## src/rtl/param_fifo_pkg.sv

```systemverilog
// Shared constants and helpers for the parametrised FIFO and its storage array.
package param_fifo_pkg;

    localparam int DEFAULT_DATA_WIDTH = 6;
    localparam int DEFAULT_ADDR_WIDTH = 3;
    localparam int DEFAULT_TH_WIDTH   = 4;
    localparam int DEFAULT_DEPTH      = 2 ** DEFAULT_ADDR_WIDTH;

    // Number of words addressable by a pointer of the given width.
    function automatic int fifo_depth(input int addr_width);
        return 2 ** addr_width;
    endfunction

endpackage

```

## src/rtl/fifo_mem_dp.sv

```systemverilog
// Simple dual-port register array: one write port and one registered read port.
// No reset: contents are meaningless until written, and the FIFO control logic
// never reads a location it has not written since the last reset.
module fifo_mem_dp
    import param_fifo_pkg::*;
#(
    parameter int DATA_WIDTH = DEFAULT_DATA_WIDTH,
    parameter int ADDR_WIDTH = DEFAULT_ADDR_WIDTH
) (
    input  logic                  i_clk,
    input  logic                  i_wr_en,
    input  logic [ADDR_WIDTH-1:0] i_wr_addr,
    input  logic [DATA_WIDTH-1:0] i_wr_data,
    input  logic                  i_rd_en,
    input  logic [ADDR_WIDTH-1:0] i_rd_addr,
    output logic [DATA_WIDTH-1:0] o_rd_data
);

    localparam int DEPTH = fifo_depth(ADDR_WIDTH);

    logic [DATA_WIDTH-1:0] r_mem [0:DEPTH-1];
    logic [DATA_WIDTH-1:0] r_rd_data;

    // Write the incoming word and capture the addressed word on a read; a read of
    // the slot being written in the same cycle returns the old contents.
    always_ff @(posedge i_clk) begin
        if (i_wr_en) begin
            r_mem[i_wr_addr] <= i_wr_data;
        end
        if (i_rd_en) begin
            r_rd_data <= r_mem[i_rd_addr];
        end
    end

    assign o_rd_data = r_rd_data;

endmodule

```

## src/rtl/param_fifo.sv

```systemverilog
// Parametrised synchronous FIFO with occupancy, programmable almost-full and
// almost-empty thresholds, a read-valid strobe and sticky overflow/underflow errors.
module param_fifo
    import param_fifo_pkg::*;
#(
    parameter int DATA_WIDTH = DEFAULT_DATA_WIDTH,
    parameter int ADDR_WIDTH = DEFAULT_ADDR_WIDTH,
    parameter int TH_WIDTH   = DEFAULT_TH_WIDTH
) (
    input  logic                  i_clk,
    input  logic                  i_reset,
    input  logic                  i_init,
    input  logic                  i_wr_enable,
    input  logic                  i_rd_enable,
    input  logic [DATA_WIDTH-1:0] i_data_in,
    input  logic [TH_WIDTH-1:0]   i_umbral_full,
    input  logic [TH_WIDTH-1:0]   i_umbral_empty,
    input  logic                  i_clr_error,
    output logic [DATA_WIDTH-1:0] o_data_out,
    output logic                  o_valid_out,
    output logic                  o_full_fifo,
    output logic                  o_empty_fifo,
    output logic                  o_almost_full_fifo,
    output logic                  o_almost_empty_fifo,
    output logic [ADDR_WIDTH:0]   o_occupancy,
    output logic                  o_overflow_err,
    output logic                  o_underflow_err
);

    localparam int DEPTH = fifo_depth(ADDR_WIDTH);
    // Threshold sums are formed wide enough that a threshold above DEPTH saturates
    // the comparison instead of wrapping.
    localparam int SW = ADDR_WIDTH + TH_WIDTH + 1;
    localparam logic [ADDR_WIDTH:0] DEPTH_C = (ADDR_WIDTH + 1)'(DEPTH);
    localparam logic [SW-1:0]       DEPTH_S = SW'(DEPTH);

    logic [ADDR_WIDTH-1:0] r_wr_ptr;
    logic [ADDR_WIDTH-1:0] r_rd_ptr;
    logic [ADDR_WIDTH:0]   r_cnt;
    logic                  r_valid;
    logic                  r_overflow;
    logic                  r_underflow;

    logic                  w_run;
    logic                  w_full;
    logic                  w_empty;
    logic                  w_rd_acc;
    logic                  w_wr_acc;
    logic [DATA_WIDTH-1:0] w_mem_q;
    logic [SW-1:0]         w_af_sum;

    assign w_run    = i_reset & i_init;
    assign w_full   = (r_cnt == DEPTH_C);
    assign w_empty  = (r_cnt == '0);
    // A read on a full FIFO frees a slot, so a simultaneous write is still taken.
    assign w_rd_acc = i_rd_enable & ~w_empty;
    assign w_wr_acc = i_wr_enable & (~w_full | w_rd_acc);
    assign w_af_sum = SW'(r_cnt) + SW'(i_umbral_full);

    fifo_mem_dp #(
        .DATA_WIDTH (DATA_WIDTH),
        .ADDR_WIDTH (ADDR_WIDTH)
    ) u_mem (
        .i_clk     (i_clk),
        .i_wr_en   (w_wr_acc & w_run),
        .i_wr_addr (r_wr_ptr),
        .i_wr_data (i_data_in),
        .i_rd_en   (w_rd_acc & w_run),
        .i_rd_addr (r_rd_ptr),
        .o_rd_data (w_mem_q)
    );

    // Advance pointers on accepted transfers and track occupancy; reset or init
    // discards everything in the same edge.
    always_ff @(posedge i_clk) begin
        if (!i_reset || !i_init) begin
            r_wr_ptr <= '0;
            r_rd_ptr <= '0;
            r_cnt    <= '0;
            r_valid  <= 1'b0;
        end else begin
            if (w_wr_acc) begin
                r_wr_ptr <= r_wr_ptr + 1'b1;
            end
            if (w_rd_acc) begin
                r_rd_ptr <= r_rd_ptr + 1'b1;
            end
            case ({w_wr_acc, w_rd_acc})
                2'b10:   r_cnt <= r_cnt + 1'b1;
                2'b01:   r_cnt <= r_cnt - 1'b1;
                default: r_cnt <= r_cnt;
            endcase
            r_valid <= w_rd_acc;
        end
    end

    // Sticky error capture; a new error event takes priority over a clear.
    always_ff @(posedge i_clk) begin
        if (!i_reset || !i_init) begin
            r_overflow  <= 1'b0;
            r_underflow <= 1'b0;
        end else begin
            if (i_wr_enable && !w_wr_acc) begin
                r_overflow <= 1'b1;
            end else if (i_clr_error) begin
                r_overflow <= 1'b0;
            end
            if (i_rd_enable && !w_rd_acc) begin
                r_underflow <= 1'b1;
            end else if (i_clr_error) begin
                r_underflow <= 1'b0;
            end
        end
    end

    // Status flags follow count and thresholds immediately, forced idle during reset/init.
    always_comb begin
        o_full_fifo         = 1'b0;
        o_empty_fifo        = 1'b1;
        o_almost_full_fifo  = 1'b0;
        o_almost_empty_fifo = 1'b0;
        o_occupancy         = '0;
        if (w_run) begin
            o_full_fifo         = w_full;
            o_empty_fifo        = w_empty;
            o_almost_full_fifo  = (w_af_sum >= DEPTH_S) && (r_cnt < DEPTH_C);
            o_almost_empty_fifo = !w_empty && (SW'(r_cnt) <= SW'(i_umbral_empty));
            o_occupancy         = r_cnt;
        end
    end

    // The read port holds its last word, so data is only presented alongside valid.
    assign o_data_out      = r_valid ? w_mem_q : '0;
    assign o_valid_out     = r_valid;
    assign o_overflow_err  = r_overflow;
    assign o_underflow_err = r_underflow;

endmodule

```

## config.mk

```make
export PLATFORM = sky130hd
export DESIGN_NAME = param_fifo
export DESIGN_NICKNAME = d
export VERILOG_FILES = /design/src/rtl/param_fifo_pkg.sv /design/src/rtl/fifo_mem_dp.sv /design/src/rtl/param_fifo.sv
export SDC_FILE = /design/constraint.sdc
export NUM_CORES = 1
export LEC_CHECK = 0
export CAP_MARGIN = 5
export CORE_MARGIN = 2
export CORE_UTILIZATION = 45
export DETAILED_ROUTE_END_ITERATION = 10
export GPL_TIMING_DRIVEN = 0
export PLACE_DENSITY = 0.67
export SETUP_SLACK_MARGIN = 0.2
export SLEW_MARGIN = 40
export SYNTH_ARGS = -nofsm -noshare
export SYNTH_HDL_FRONTEND = slang
export SYNTH_SLANG_ARGS = --single-unit
export TNS_END_PERCENT = 20
```

## constraint.sdc

```tcl
create_clock -name i_clk -period 6.26 [get_ports i_clk]
set_input_delay 0.626 -clock i_clk [delete_from_list [all_inputs] [get_ports i_clk]]
set_output_delay 0.626 -clock i_clk [all_outputs]
set_load 0.005 [all_outputs]
```

* After elaboration in Yosys (flattened, before gate mapping)
Memories as Yosys holds them, arrays and structs flattened. A register that Yosys moved wholly into a read port is not among the register bits.
Cells that the tools add are included.
** Word-level totals
- Flip-flop bits (word level) :: 13
- RAM bits :: 48
- Input bits :: 20
- Output and inout bits :: 17
- Logic and storage cells :: 52
- Memories kept :: 1
** Operators by class
- Add/sub/neg operators :: 5
- Order comparisons :: 3
- Equal/unequal tests :: 3
- Muxes and demuxes :: 12
- Bitwise gates (word level) :: 8
- Reduce and logical (&&, ||, !) cells :: 14
** Memory list
- u_mem.r_mem :: depth 8, width 6, read ports 1, clocked after memory_dff 1, write ports 1, line fifo_mem_dp.sv:21 : logic [DATA_WIDTH-1:0] r_mem [0:DEPTH-1];
** Operators with widths (count)
- $mux 1 :: 9
- $pmux 4 s2 :: 1
- $add 3x1->3 const B :: 2
- $mux 6 :: 1
- $reduce_bool 2->1 :: 3
- $add 4x4->5 :: 1
- $and 1x1->1 :: 5
- $ge 5x4->1 const B :: 1
- $logic_not 1->1 :: 5
- $add 4x1->4 const B :: 1
- $eq 4x4->1 const B :: 1
- $le 4x4->1 :: 1
- $logic_and 1x1->1 :: 4
- $logic_not 4->1 :: 1
- $lt 4x4->1 const B :: 1
- $mux 4 :: 1
- $sub 4x1->4 const B :: 1
- $eq 2x1->1 const B :: 1
- $eq 2x2->1 const B :: 1
- $not 1->1 :: 2
- $logic_or 1x1->1 :: 1
- $or 1x1->1 :: 1

* Logic depth before layout (Yosys ltp)
- Depth in word-level cells :: 8
- Depth in mapped cells :: 8
- Gate-level depth less buffers :: 8

* Modules after synthesis
Synthesis repeated with hierarchy kept, for this count alone.
** Unflattened totals
- Cell total of the unflattened synthesis :: 206
- Area, all modules :: 3076.7 um^2
** By module, submodules not included
- fifo_mem_dp :: times used 1, cells an instance 88, area each 2082.0 um^2
- param_fifo :: times used 1, cells an instance 118, area each 994.7 um^2

* Worst setup path before layout
No wires, ideal clock.
- Kind :: input-to-output
- Start :: input i_umbral_empty[1]
- End :: output o_almost_empty_fifo
- Arrival time :: 1.541 ns
- Required time :: 5.634 ns
- Slack :: 4.093 ns
- Stages :: 7
- Path buffers :: 0
- Path through :: inv_1 ha_1 nor2b_1 o21a_1 o21ai_0 nand2b_1 a21oi_1
** Between the ends
- Cells in the longest elaborated chain, start to end :: 3
** RTL lines
- from (decl) :: line param_fifo.sv:17 : input logic [TH_WIDTH-1:0] i_umbral_empty,
- $le 4x4->1 :: line param_fifo.sv:127 : o_almost_empty_fifo = !w_empty && (SW'(r_cnt) <= SW'(i_umbral_empty));
- $logic_and 1x1->1 :: line param_fifo.sv:127
- $mux 1 :: line param_fifo.sv:123 : if (w_run) begin
- to (decl) :: line param_fifo.sv:24 : output logic o_almost_empty_fifo,
No other way between the ends.

* Final worst setup path
Ends and elaborated chain as after synthesis.

==> results.md <==
- Final-report setup violation count: 0
- Crit path kind: in2out
- IO Pins: 37
- Synthesized cell area: 2980 um2
- Area inside the core boundary: 6390 um2
- Worst Max-Slew Pin Slew: 721 ps
- Number of buffer cells added on primary ports: 36
- Final setup TNS: 0 ps
- Buffers from clock root to sink, at most: 2
- Post-detailed-route DRC marker count: 0
- Starting density of the core: 0.466
- Layout-stage area growth over the synthesis result: 24.7%
- Routed WL: 4930 um
- Final Net Count: 278
- Clock latency of the later-clocked register in the worst-skew pair: 340 ps
- Via density per instance: 5.00
- Final weighted congestion in routability-driven placement: 0.790
- Fin area: 3710 um2
- Post-place instance area: 3470 um2
- Register area share after synthesis: 0.632
- Number of nets in the synthesized netlist: 231
- Worst VDD drop: 328 uV
- Initial antenna violation count: 0
- Flops & latches, synth: 67
- Wire per inst: 15.1 um
- Number of diodes: 0
- Wire length of the first global-routing pass: 8360 um
- Initial DRT Pass Iterations: 4
- Post_cts resized: 0
- Leakage power: 1.30 nW
- Library cells used by synthesis: 35
- Count of final max-slew check failures: 0
- Cts-stage hold buffer count: 0
- Via count of the first global-routing pass: 1,598
- Setup repair bufs after CTS: 0
- Main synth FF type: edfxtp_1
- Tot Pwr: 0.00100 W
- Worst clock skew on the final layout: 10.0 ps
- Placement row count: 29
- Fraction of met2 tracks used by global routing: 0.219
- Final hold vios: 0
- Tmin final: 3150 ps
- Critical path startpoint category: input pin
- Total overflow reported by the global router: 0
- Ratio of total power to cell area: 269 nW/um2
- Share of final-layout standard cells stronger than drive strength 1: 0.189
- EDFF count, synth: 54
- Worst endpoint data arrival time: 2530 ps
- Inserted Clock Buffers: 9
- Met3 track demand over resource in global routing: 0.0438
- Max Cap Viol: 0
- Worst setup slack after layout: 3110 ps
- Class of the most critical hold timing path: reg2reg
- Post-detailed-route count of antenna-violating nets: 0
- Headroom to the max-slew limit: 0.515
- F_max: 317 MHz
- Layer with the highest usage: met1
- Biggest fanout along the worst timing path: 2
- Met1 track utilization from global routing: 0.221
- Clock-pin slew reported for the worst setup and hold paths after clock tree synthesis: 80 ps
- TritonCTS clock tree: done
- Tcrit/Tclk final: 0.503
- Worst hold path stage count: 2
- HPWL after detailed placement: 3480 um
- Clock tree sinks: 67
- X dimension of the die: 85.4 um
- Fill cells: 505
- Post-synthesis area per instance: 15.1 um2
- CP endpoint kind: primary output
- Total routing resource utilization after global routing: 0.151
- Register-to-Register Path Depth: 8
- Worst-case register-to-register setup slack: 3780 ps
- DIE HEIGHT: 85.4 um
- CTS H-tree lvls: 3
- Root buffer cell: clkbuf_8
- Setup repair after global routing missed its margin: no
- Largest net degree at the start of global routing: 14
- Yosys warning count: 0
- Synthesized netlist cell count: 197
- DR vias: 1,629
- Iteration-0 DRC count of the detailed router: 84
- Share of synthesized flip-flops with an asynchronous set or reset: 0
- Endpoint required time on the critical path: 5630 ps
- Die area: 7290 um2
- Setup WS pre-CTS: 3120 ps
- Final cell utilization of the core: 0.582
- Run status: completed
worst paths after layout:
check | start | endpoint
worst max-delay path | i_umbral_empty[1] | o_almost_empty_fifo
worst min-delay path | o_underflow_err$_SDFFE_PN0P_ | o_underflow_err$_SDFFE_PN0P_
worst max register to register | r_cnt[3]$_SDFFE_PN0P_ | r_cnt[3]$_SDFFE_PN0P_
worst min register to register | o_underflow_err$_SDFFE_PN0P_ | o_underflow_err$_SDFFE_PN0P_
where the power goes:
group	internal, W	switching, W	leakage, nW
sequential	0.000485	0.00000431	0.592
clock	0.000268	0.000173	0.120
combinational	0.0000362	0.0000336	0.589
total	0.000789	0.000211	1.30
metrics by stage:
step | hold slack [ps] | std cells
global route | 579 | 326
detailed placement | 507 | 310
global placement | 497 | 310
floorplan | 499 | 197
finish | 523 | 326
CTS | 527 | 326
cells by family (layout without fill, tap and decap cells):
kind of cell             after synthesis  count (layout)  share of synthesized area
adder cells (fa/ha/maj)               14              14                     0.0638
AO/OA/AOI/OAI                         13              13                     0.0378
XOR/XNOR                               7               7                     0.0206
buffers and inverters                 17              69                     0.0223
multiplexers                          23              23                      0.130
AND/OR/NAND/NOR                       56              56                     0.0937
flip-flops                            67              67                      0.632
cells in the mapped netlist (2+ instances only):
cell | n | share of area
nor3_1 | 4 | 0.0067
nor2b_1 | 2 | 0.0042
and2_1 | 6 | 0.013
dfxtp_1 | 13 | 0.087
or2_2 | 2 | 0.0042
xnor2_1 | 4 | 0.012
ha_1 | 12 | 0.050
mux4_2 | 12 | 0.091
xor2_1 | 3 | 0.0088
nand2b_1 | 2 | 0.0042
a21o_1 | 2 | 0.0050
nor2_1 | 25 | 0.031
buf_2 | 2 | 0.0034
a22oi_1 | 2 | 0.0050
fa_1 | 2 | 0.013
inv_1 | 12 | 0.015
mux2_2 | 6 | 0.023
mux2i_1 | 5 | 0.017
nand2_1 | 5 | 0.0063
nor3b_1 | 4 | 0.010
clkbuf_1 | 2 | 0.0025
a21oi_1 | 4 | 0.0067
edfxtp_1 | 54 | 0.54
per-layer routing:
metal	up-vias	part of all wire
li1	824	-
met1	765	0.49
met2	31	0.46
met3	9	0.041
met4	0	0.013
met5	-	0
registers in the layout (all words and copies together), names as in the netlist:
register	flops
o_overflow_err	1
o_underflow_err	1
o_valid_out	1
r_cnt	4
r_rd_ptr	3
r_wr_ptr	3
u_mem.o_rd_data	6
u_mem.r_mem	48
final cells by class:
| type | count | area [um2] | share of cell area |
|---|---|---|---|
| Tap cell | 77 | 96.3 | 0.0259 |
| Multi-Input combinational cell | 113 | 1060 | 0.286 |
| Inverter | 12 | 45.0 | 0.0121 |
| Timing Repair Buffer | 36 | 360 | 0.0970 |
| Clock inverter | 7 | 124 | 0.0334 |
| Clock buffer | 9 | 124 | 0.0334 |
| Buffer | 5 | 21.3 | 0.00573 |
| Sequential cell | 67 | 1880 | 0.507 |
cells in the final DEF (no fill, tap or decap), types with 2 or more instances in the layout:
master	synthesis	final
edfxtp_1	54	54
clkdlybuf4s50_1	0	36
nor2_1	25	25
dfxtp_1	13	13
inv_1	12	12
mux4_2	12	12
ha_1	12	12
clkbuf_8	0	9
mux2_2	6	6
and2_1	6	6
nand2_1	5	5
mux2i_1	5	5
nor3b_2	0	4
a21oi_1	4	4
xnor2_1	4	4
xor2_1	3	3
bufinv_16	0	3
nor3_1	4	2
buf_2	2	2
clkbuf_1	2	2
nand2b_1	2	2
nor3_2	0	2
or2_2	2	2
nor2b_1	2	2
a21o_1	2	2
a22oi_1	2	2
fa_1	2	2
inv_6	0	2
critical path: stages:
cell	delay [ps]
clkdlybuf4s50_1	450
inv_1	40
ha_1	290
nor2b_1	130
o21a_1	150
o21ai_0	140
nand2b_1	70
a21oi_1	120
clkdlybuf4s50_1	510
(Power assumes the default switching activity.)
